--- src/rtl/datapath_ctrl.sv ---
`default_nettype none
// ============================================================================
// datapath_ctrl : instruction-sequencing FSM driving the datapath controls
// Rev 1.0
// ============================================================================
module datapath_ctrl (
  input  logic        clk,
  input  logic        rst_n,
  input  logic        s,
  input  logic [15:0] instr,
  output logic        w,
  output logic        illegal,
  output logic [15:0] datapath_in,
  output logic        vsel,
  output logic        write,
  output logic        loada,
  output logic        loadb,
  output logic        loadc,
  output logic        loads,
  output logic        asel,
  output logic        bsel,
  output logic [2:0]  writenum,
  output logic [2:0]  readnum,
  output logic [1:0]  shift,
  output logic [1:0]  ALUop
);

  localparam logic [2:0] C_WAIT      = 3'd0;
  localparam logic [2:0] C_DECODE    = 3'd1;
  localparam logic [2:0] C_WRITE_IMM = 3'd2;
  localparam logic [2:0] C_GET_A     = 3'd3;
  localparam logic [2:0] C_GET_B     = 3'd4;
  localparam logic [2:0] C_ALU       = 3'd5;
  localparam logic [2:0] C_CMP_S     = 3'd6;
  localparam logic [2:0] C_WRITE_REG = 3'd7;

  logic [2:0]  state_q, state_d;
  logic [15:0] ir_q, ir_d;
  logic        illegal_q, illegal_d;

  logic [2:0]  w_opcode;
  logic [1:0]  w_op;
  logic        w_is_mov_imm;
  logic        w_is_mov_reg;
  logic        w_is_alu;
  logic        w_is_cmp;
  logic        w_is_mvn;

  assign w_opcode     = ir_q[15:13];
  assign w_op         = ir_q[12:11];
  assign w_is_mov_imm = (w_opcode == 3'b110) && (w_op == 2'b10);
  assign w_is_mov_reg = (w_opcode == 3'b110) && (w_op == 2'b00);
  assign w_is_alu     = (w_opcode == 3'b101);
  assign w_is_cmp     = w_is_alu && (w_op == 2'b01);
  assign w_is_mvn     = w_is_alu && (w_op == 2'b11);

  always_ff @(posedge clk or negedge rst_n) begin
    if (!rst_n) begin
      state_q   <= C_WAIT;
      ir_q      <= 16'h0000;
      illegal_q <= 1'b0;
    end else begin
      state_q   <= state_d;
      ir_q      <= ir_d;
      illegal_q <= illegal_d;
    end
  end

  always_comb begin
    state_d   = state_q;
    ir_d      = ir_q;
    illegal_d = illegal_q;
    case (state_q)
      C_WAIT: begin
        if (s) begin
          ir_d      = instr;
          illegal_d = 1'b0;
          state_d   = C_DECODE;
        end
      end
      C_DECODE: begin
        if (w_is_mov_imm)
          state_d = C_WRITE_IMM;
        else if (w_is_mov_reg || w_is_mvn)
          state_d = C_GET_B;
        else if (w_is_alu)
          state_d = C_GET_A;
        else begin
          illegal_d = 1'b1;
          state_d   = C_WAIT;
        end
      end
      C_WRITE_IMM: state_d = C_WAIT;
      C_GET_A:     state_d = C_GET_B;
      C_GET_B:     state_d = w_is_cmp ? C_CMP_S : C_ALU;
      C_ALU:       state_d = C_WRITE_REG;
      C_CMP_S:     state_d = C_WAIT;
      C_WRITE_REG: state_d = C_WAIT;
      default:     state_d = C_WAIT;
    endcase
  end

  assign illegal     = illegal_q;
  assign datapath_in = {{8{ir_q[7]}}, ir_q[7:0]};

  // Moore outputs: everything defaults low, each state raises only its own controls
  always_comb begin
    w        = 1'b0;
    vsel     = 1'b0;
    write    = 1'b0;
    loada    = 1'b0;
    loadb    = 1'b0;
    loadc    = 1'b0;
    loads    = 1'b0;
    asel     = 1'b0;
    bsel     = 1'b0;
    writenum = 3'd0;
    readnum  = 3'd0;
    shift    = 2'b00;
    ALUop    = 2'b00;
    case (state_q)
      C_WAIT: w = 1'b1;
      C_WRITE_IMM: begin
        vsel     = 1'b1;
        writenum = ir_q[10:8];
        write    = 1'b1;
      end
      C_GET_A: begin
        readnum = ir_q[10:8];
        loada   = 1'b1;
      end
      C_GET_B: begin
        readnum = ir_q[2:0];
        loadb   = 1'b1;
      end
      C_ALU: begin
        shift = ir_q[4:3];
        loadc = 1'b1;
        if (w_is_mov_reg)
          asel = 1'b1;
        else
          ALUop = w_op;
      end
      C_CMP_S: begin
        shift = ir_q[4:3];
        ALUop = 2'b01;
        loads = 1'b1;
      end
      C_WRITE_REG: begin
        writenum = ir_q[7:5];
        write    = 1'b1;
      end
      default: ;
    endcase
  end

endmodule
`default_nettype wire

--- config.mk ---
export PLATFORM = sky130hd
export DESIGN_NAME = datapath_ctrl
export DESIGN_NICKNAME = d
export VERILOG_FILES = /design/src/rtl/datapath_ctrl.sv
export SDC_FILE = /design/constraint.sdc
export NUM_CORES = 1
export LEC_CHECK = 0
export ABC_AREA = 1
export CAP_MARGIN = 20
export CORE_ASPECT_RATIO = 0.5
export CORE_MARGIN = 3
export CORE_UTILIZATION = 41
export CTS_CLUSTER_DIAMETER = 60
export CTS_CLUSTER_SIZE = 25
export DETAILED_ROUTE_END_ITERATION = 10
export GPL_ROUTABILITY_DRIVEN = 0
export PLACE_DENSITY = 0.79
export SYNTH_ARGS = -nofsm -noshare
export SYNTH_HDL_FRONTEND = slang
export SYNTH_SLANG_ARGS = --single-unit
--- constraint.sdc ---
create_clock -name clk -period 1.4 [get_ports clk]
set_clock_uncertainty 0.05 [all_clocks]
set_input_delay 0.28 -clock clk [delete_from_list [all_inputs] [get_ports clk]]
set_output_delay 0.28 -clock clk [all_outputs]
set_load 0.05 [all_outputs]
==> impl_metrics.yaml, run 1 <==
run_status:
  outcome: "did not finish"
  outcome.stop_stage: "global routing"
  firstError: "[ERROR DPL-0038] Utilization greater than 100%, impossible to legalize"
synth:
  synth-seq-cells: 20
  yosys-top-cells-area: "dfrtp_1, nand2_1, buf_4, o21ai_2, nor2_1"
  post_synth_most_frequent_cells: "nand2_1, dfrtp_1, nor2_1"
  yosys_warnings: 0
  synth_edf_count: 0
  synth_top_area_cell: "dfrtp_1"
  synthesis.area_um2: 1214
  synth_nets: 177
  synth_largest_type_area_fraction: 0.4124
  synth_cell_type_count: 19
  syn-instance-count: 158
  synth_most_common_cell: "nand2_1"
  synth_area_per_cell_um2: 7.681
  yosys_most_used_dff: "dfrtp_1"
  asyncSetResetFlopFracSynth: 1.000
  synth.yosys.seq_area_share: 0.4124
clock_tree:
  cts_buffers: 3
  hold_buffers: 0
  cts_buffer_depth: 2
  cts_htree_levels: 1
  tritoncts_num_sinks: 20
  clock_root_buffer_master: "clkbuf_8"
floorplan:
  die_height_um: 44.47
  row_count: 13
  initial_core_util: 0.4495
  floorplan.die.width_um: 82.95
  floorplan.io_pins: 55
placement:
  numPlacedInstances: 248
  dp_hpwl_mm: 3.072
  portBuffers: 53
sta:
  postGrtWorstEndpoint: "shift[0]"
  worstEpCategory: "output port"
global_route:
  grt_start_max_net_pins: 21
==> cell families after synthesis <==
logic type      share of synthesized area
other cells                      0.003090
simple gates                       0.2691
compound gates                     0.1124
buf+inv                            0.2031
flops                              0.4124
==> per-stage QoR <==
stage	setup slack, ns	hold WS, ns	instance area [um2]	utilization	setup TNS (ns)
floorplan	-0.3300	-0.06559	1365	-	-3.404
global placement	-0.06255	0.4368	2272	0.8415	-0.2800
detailed placement	-0.1092	0.4501	2272	0.8415	-1.435
CTS	-0.3581	0.3361	2524	0.9347	-6.661
==> what timing repair did <==
action                     in CTS
setup endpoints to repair      44
gates cloned                    3
gates resized for setup        24
buffers inserted               11
pin swaps                       6
==> run 2: changes to the inputs <==
CORE_ASPECT_RATIO = default   (was 0.5)
CORE_UTILIZATION = 30   (was 41)
CTS_CLUSTER_DIAMETER = default   (was 60)
CTS_CLUSTER_SIZE = default   (was 25)
PLACE_DENSITY = default   (was 0.79)
PLACE_DENSITY_LB_ADDON = 0.15   (was default)
==> impl_metrics.yaml, run 2 <==
synth:
  synth_area_per_cell_um2: 7.681
  synth_top_area_cell: "dfrtp_1"
  syn-instance-count: 158
  synth.yosys.seq_area_share: 0.4124
  yosys_most_used_dff: "dfrtp_1"
  synth_top_family_by_area: "simple AND/OR/NAND/NOR gates"
  synth-seq-cells: 20
  yosys_warnings: 0
  yosys-mux-area-fraction: 0
  post_synth_most_frequent_cells: "nand2_1, dfrtp_1, nor2_1"
  yosys-top-cells-area: "dfrtp_1, nand2_1, buf_4, o21ai_2, nor2_1"
  asyncSetResetFlopFracSynth: 1.000
  synth_simple_gate_area_frac: 0.2691
  synth_cell_type_count: 19
  synth_most_common_cell: "nand2_1"
  synth_edf_count: 0
  synth_largest_type_area_fraction: 0.4124
  synth-adder-area-share: 0
  synth_nets: 177
  synth_xor_area_frac: 0
  synthesis.area_um2: 1214
  synth_compound_gate_area_share: 0.1124
sta:
  hold_viol_final: 0
  tns_ns: -6.871
  slew_viol_final: 0
  finalWorstPathRequiredPeriod_ns: 1.726
  setup-violations-final: 35
  rsz0062_at_grt: "true"
  fmaxAchievable_mhz: 579.2
  fin_crit_sh: 1.233
  layout_setup_ws_ns: -0.3265
route:
  route.vias.total: 1238
  routed_via_density: 4.535
  detailedRoute.firstPassIterationCount: 4
  wirelength_mm: 3.505
  detail_route.drc_violations: 0
  antenna_left: 0
  drtIter0Drc: 28
  avgRoutedWirePerCell_um: 12.84
run_status:
  violations_in_the_final_reports: "setup timing"
  outcome: "finished with violations"
power_and_ir_drop:
  power_leakage_uw: 0.001153
  fin_total_pwr_uw: 6979
  vdd_ir_drop_max_v: 0.001168
  p_per_area_nw_per_um2: 2722
setup_path:
  timing.reg2reg.setup_slack_ns: -0.14
  critical_path.startpoint_type: "register"
  worst_setup_path_end_kind: "output pin"
  worstPathArrival_ns: 1.40
  critical_path.max_fanout: 6
  r2r_end: "ir_q[2]"
  crit_required_ns: 1.07
  worst-r2r-cell-count: 11
  timing_worst_setup_path_type: "register to output pin"
  r2r_start: "state_q[1]"
global_route:
  first_global_vias: 1349
  grt_pass1_wl_mm: 5.947
  gr-usage-all-layers: 0.1513
  leftover_overflow_at_the_end_of_global_routing: 0
  antenna_violations_before_repair: 0
  grt_start_max_net_pins: 21
placement:
  dp_hpwl_mm: 2.561
  dp_slack_ns: -0.08975
  portBuffers: 53
clock_tree:
  cts_buffer_depth: 2
  clock_root_buffer_master: "clkbuf_8"
  cts_buffers: 3
  cts_htree_levels: 1
  hold_buffers: 0
  clock_tree_from_tritoncts: "built"
  tritoncts_num_sinks: 20
  clk_pin_slew_ns: 0.07
  insertion_delay_ns: 0.26
floorplan:
  die_height_um: 69.61
  floorplan.io_pins: 55
  fp.coreArea_um2: 3771
  row_count: 22
  die_area_um2: 4845
  floorplan.die.width_um: 69.61
  initial_core_util: 0.3218
cells_and_area:
  layout.filler_cells: 274
  top_register_by_number_of_flip_flops: "ir_q"
  drive_above_1_share: 0.5511
  final_standard_cell_utilization_of_the_core: 0.6798
  largest_register_ff_count: 16
  mostFrequentLayoutCell: "buf_12"
  area.growth.synth_to_final_pct: 111.2
  final_net_count: 245
  mostFrequentLayoutCells: "buf_12, nand2_1, clkdlybuf4s50_1"
  antenna-diode-count: 0
hold_path:
  hold_class: "input pin to asynchronous set/reset pin"
run:
  max_cap_violations: 0
## run 2: cell counts after synthesis
No cell type changed its count.
## run 2: where the power goes
part	leakage, uW	internal, uW	switching [uW]
Clock	0.0000288	250	182
Sequential	0.000243	870	274
Combinational	0.000881	2440	2970
## run 2: what timing repair did
item / CTS / global route
endpoints found under the setup margin: 35 / 45
resized for setup: 17 / 18
gates cloned: 3 / 0
setup buffers: 6 / 5
pin swaps: 7 / 4
## run 2: metrics by stage
step           hold WS, ns  instance area, um2  cells
4_1_cts             0.3256                2462    270
3_5_place_dp        0.4459                2271    257
3_3_place_gp        0.4377                2271    257
5_1_grt             0.3435                2564    273
6_report            0.3191                2564    273
2_1_floorplan     -0.06559                1365    158
## run 2: cells by family after synthesis
group	count (synthesis)
compound gates	19
buf+inv	40
flops	20
other cells	1
simple gates	78
## run 2: layout make-up
| type | instances | area [um2] | share of cell area |
|---|---|---|---|
| timing repair inverter | 3 | 43.79 | 0.01708 |
| clock buffer | 4 | 55.05 | 0.02147 |
| multi-input combinational | 98 | 666.9 | 0.2601 |
| tap | 48 | 60.06 | 0.02343 |
| timing repair buffer | 79 | 1135 | 0.4427 |
| sequential | 20 | 504.2 | 0.1967 |
| inverter | 21 | 98.84 | 0.03856 |
## run 2: how the worst max path moves through the flow
stage,endpoint,cells past startpoint,startpoint,slack (ns)
after floorplan,readnum[0],5,state_q[2],-0.33
after global placement,shift[0],8,state_q[0],-0.06
after detailed placement,shift[0],8,state_q[0],-0.09
after CTS,shift[1],8,state_q[0],-0.32
after global routing,ALUop[0],5,state_q[1],-0.37
final,ALUop[0],5,state_q[1],-0.33
## run 2: worst max-delay path, stage by stage (launching register included)
cell     delay [ns]
dfrtp_2        0.45
inv_2          0.10
nand3_1        0.12
buf_6          0.17
o21ai_4        0.15
buf_12         0.15
## run 2: layer usage
metal / track usage / routed length (um) / vias up
li1: - / - / 605
met1: 0.1670 / 1395 / 579
met2: 0.2807 / 1868 / 46
met3: 0.02464 / 156 / 8
met4: 0.06725 / 85 / 0
met5: 0 / 0 / -
Power figures use the tool's default switching activity.
==> run 3: changes to the inputs <==
CORE_AREA = 3 3 64 66   (was default)
CORE_MARGIN = default   (was 3)
CORE_UTILIZATION = default   (was 30)
DIE_AREA = 0 0 67 69   (was default)
==> impl_metrics.yaml, run 3 (synthesized netlist as in run 2, its figures left out) <==
global_route:
  antenna_violations_before_repair: 0
  leftover_overflow_at_the_end_of_global_routing: 0
  first_global_vias: 1300
  grt_start_max_net_pins: 21
  gr-usage-all-layers: 0.1707
  grt_pass1_wl_mm: 6.175
cells_and_area:
  postLayoutCellArea_um2: 2575
  largest_register_ff_count: 16
  mostFrequentLayoutCell: "nand2_1"
  final_net_count: 245
  final_standard_cell_utilization_of_the_core: 0.7087
  top_register_by_number_of_flip_flops: "ir_q"
  mostFrequentLayoutCells: "nand2_1, buf_12, clkdlybuf4s50_1"
  antenna-diode-count: 0
  drive_above_1_share: 0.5467
  area.growth.synth_to_final_pct: 112.2
route:
  detail_route.drc_violations: 0
  avgRoutedWirePerCell_um: 15.29
  antenna_left: 0
  wirelength_mm: 4.173
  detailedRoute.firstPassIterationCount: 4
  route.vias.total: 1289
  drtIter0Drc: 32
  routed_via_density: 4.722
setup_path:
  critical_path.startpoint_type: "register"
  critPathTopFamily: "flip-flops"
  critical_path.max_fanout: 2
  path_buf_inv: 4
  worstPathArrival_ns: 1.45
  r2r_start: "state_q[2]"
  worst_setup_path_end_kind: "output pin"
  timing_worst_setup_path_type: "register to output pin"
  cpPeakStageDelay_ns: 0.43
  crit_path_cell_trace: "inv_2 > nand2_4 > nor2_4 > inv_2 > nand2_2 > inv_2 > nor2_4 > buf_12"
  crit_required_ns: 1.07
  timing.critical_path.mode_cell: "inv_2"
  worst_setup_path_startpoint: "state_q[0]"
  cpMaxStageDelayCell: "dfrtp_2"
sta:
  hold_viol_final: 0
  layout_setup_ws_ns: -0.3830
  fin_crit_sh: 1.274
  rsz0062_at_grt: "true"
  slew_viol_final: 0
  finalWorstPathRequiredPeriod_ns: 1.783
  fmaxAchievable_mhz: 560.9
  tns_ns: -5.524
  setup-violations-final: 19
power_and_ir_drop:
  fin_total_pwr_uw: 7096
  clock_share_of_power: 0.056
  p_per_area_nw_per_um2: 2756
  power.share.combinational: 0.779
  power_leakage_uw: 0.001149
  cell_internal_pwr_uw: 3469
  switching_share: 0.5112
  switching_power_summed_over_all_nets_uw: 3628
  vdd_ir_drop_max_v: 0.001519
  register_share_of_total_power: 0.166
run_status:
  outcome: "finished with violations"
  violations_in_the_final_reports: "setup timing"
clock_tree:
  clk_pin_slew_ns: 0.08
  clock_root_buffer_master: "clkbuf_8"
  cts_htree_levels: 1
  cts_buffers: 3
  hold_buffers: 0
  insertion_delay_ns: 0.26
  tritoncts_num_sinks: 20
  cts_buffer_depth: 2
  clock_tree_from_tritoncts: "built"
run:
  max_cap_violations: 0
hold_path:
  hold_class: "input pin to asynchronous set/reset pin"
placement:
  dpl-instance-area_um2: 2286
  dp_hpwl_mm: 2.740
  dp_slack_ns: -0.08846
  portBuffers: 53
floorplan:
  floorplan.io_pins: 55
  initial_core_util: 0.3340
  die_area_um2: 4623
  floorplan.die.width_um: 67
  fp.coreArea_um2: 3633
  die_height_um: 69
  row_count: 22
[run 3: cell count changes in the layout (fill, tap and decap cells not counted), sizes merged]
cell | before | now
clkinv | 2 | 4
buf | 61 | 60
nand2 | 50 | 51
inv | 22 | 20
[run 3: path summary, 6_finish.rpt]
path                              end  slack [ns]  cells after the start
max in group asynchronous  state_q[1]        0.75                      2
min reg2reg                  ir_q[13]        0.47                      2
max reg2reg                state_q[0]       -0.02                      7
min in group clk             ir_q[13]        0.47                      2
min                        state_q[0]        0.32                      2
max                          shift[0]       -0.38                      8
[run 3: through the flow]
stage / cells / hold WS, ns
after floorplan: 158 / -0.06559
after global placement: 259 / 0.4379
after detailed placement: 259 / 0.4451
after CTS: 267 / 0.3308
after global routing: 273 / 0.3450
final: 273 / 0.3159
[run 3: area by class of cell]
| cell class | instances | area [um2] |
|---|---|---|
| timing repair buffer | 78 | 1106 |
| clock buffer | 4 | 45.04 |
| tap | 48 | 60.06 |
| fill | 273 | 1059 |
| timing repair inverter | 3 | 43.79 |
| inverter | 21 | 108.9 |
| multi-input combinational | 99 | 706.9 |
| sequential | 20 | 504.2 |
[run 3: routing by layer]
| layer | part of all wire | track usage | vias up |
|---|---|---|---|
| met5 | 0 | 0 | - |
| met4 | 0.027 | 0.05856 | 0 |
| met3 | 0.052 | 0.02769 | 11 |
| met2 | 0.57 | 0.3286 | 51 |
| met1 | 0.35 | 0.1774 | 619 |
| li1 | - | - | 608 |
[run 3: what timing repair did]
action / 4_1_cts / 5_1_grt
setup buffers: 5 / 5
pin swaps: 9 / 8
endpoints found under the setup margin: 35 / 45
cloned: 1 / 3
gates resized for setup: 23 / 20
[run 3: power groups by stage]
stage | clock (uW) | combinational (uW) | sequential (uW)
CTS | 400 | 5170 | 1150
global placement | 0 | 4820 | 1120
detailed placement | 0 | 4900 | 1140
finish | 395 | 5530 | 1180
global route | 425 | 5760 | 1210
floorplan | 0 | 2950 | 1140
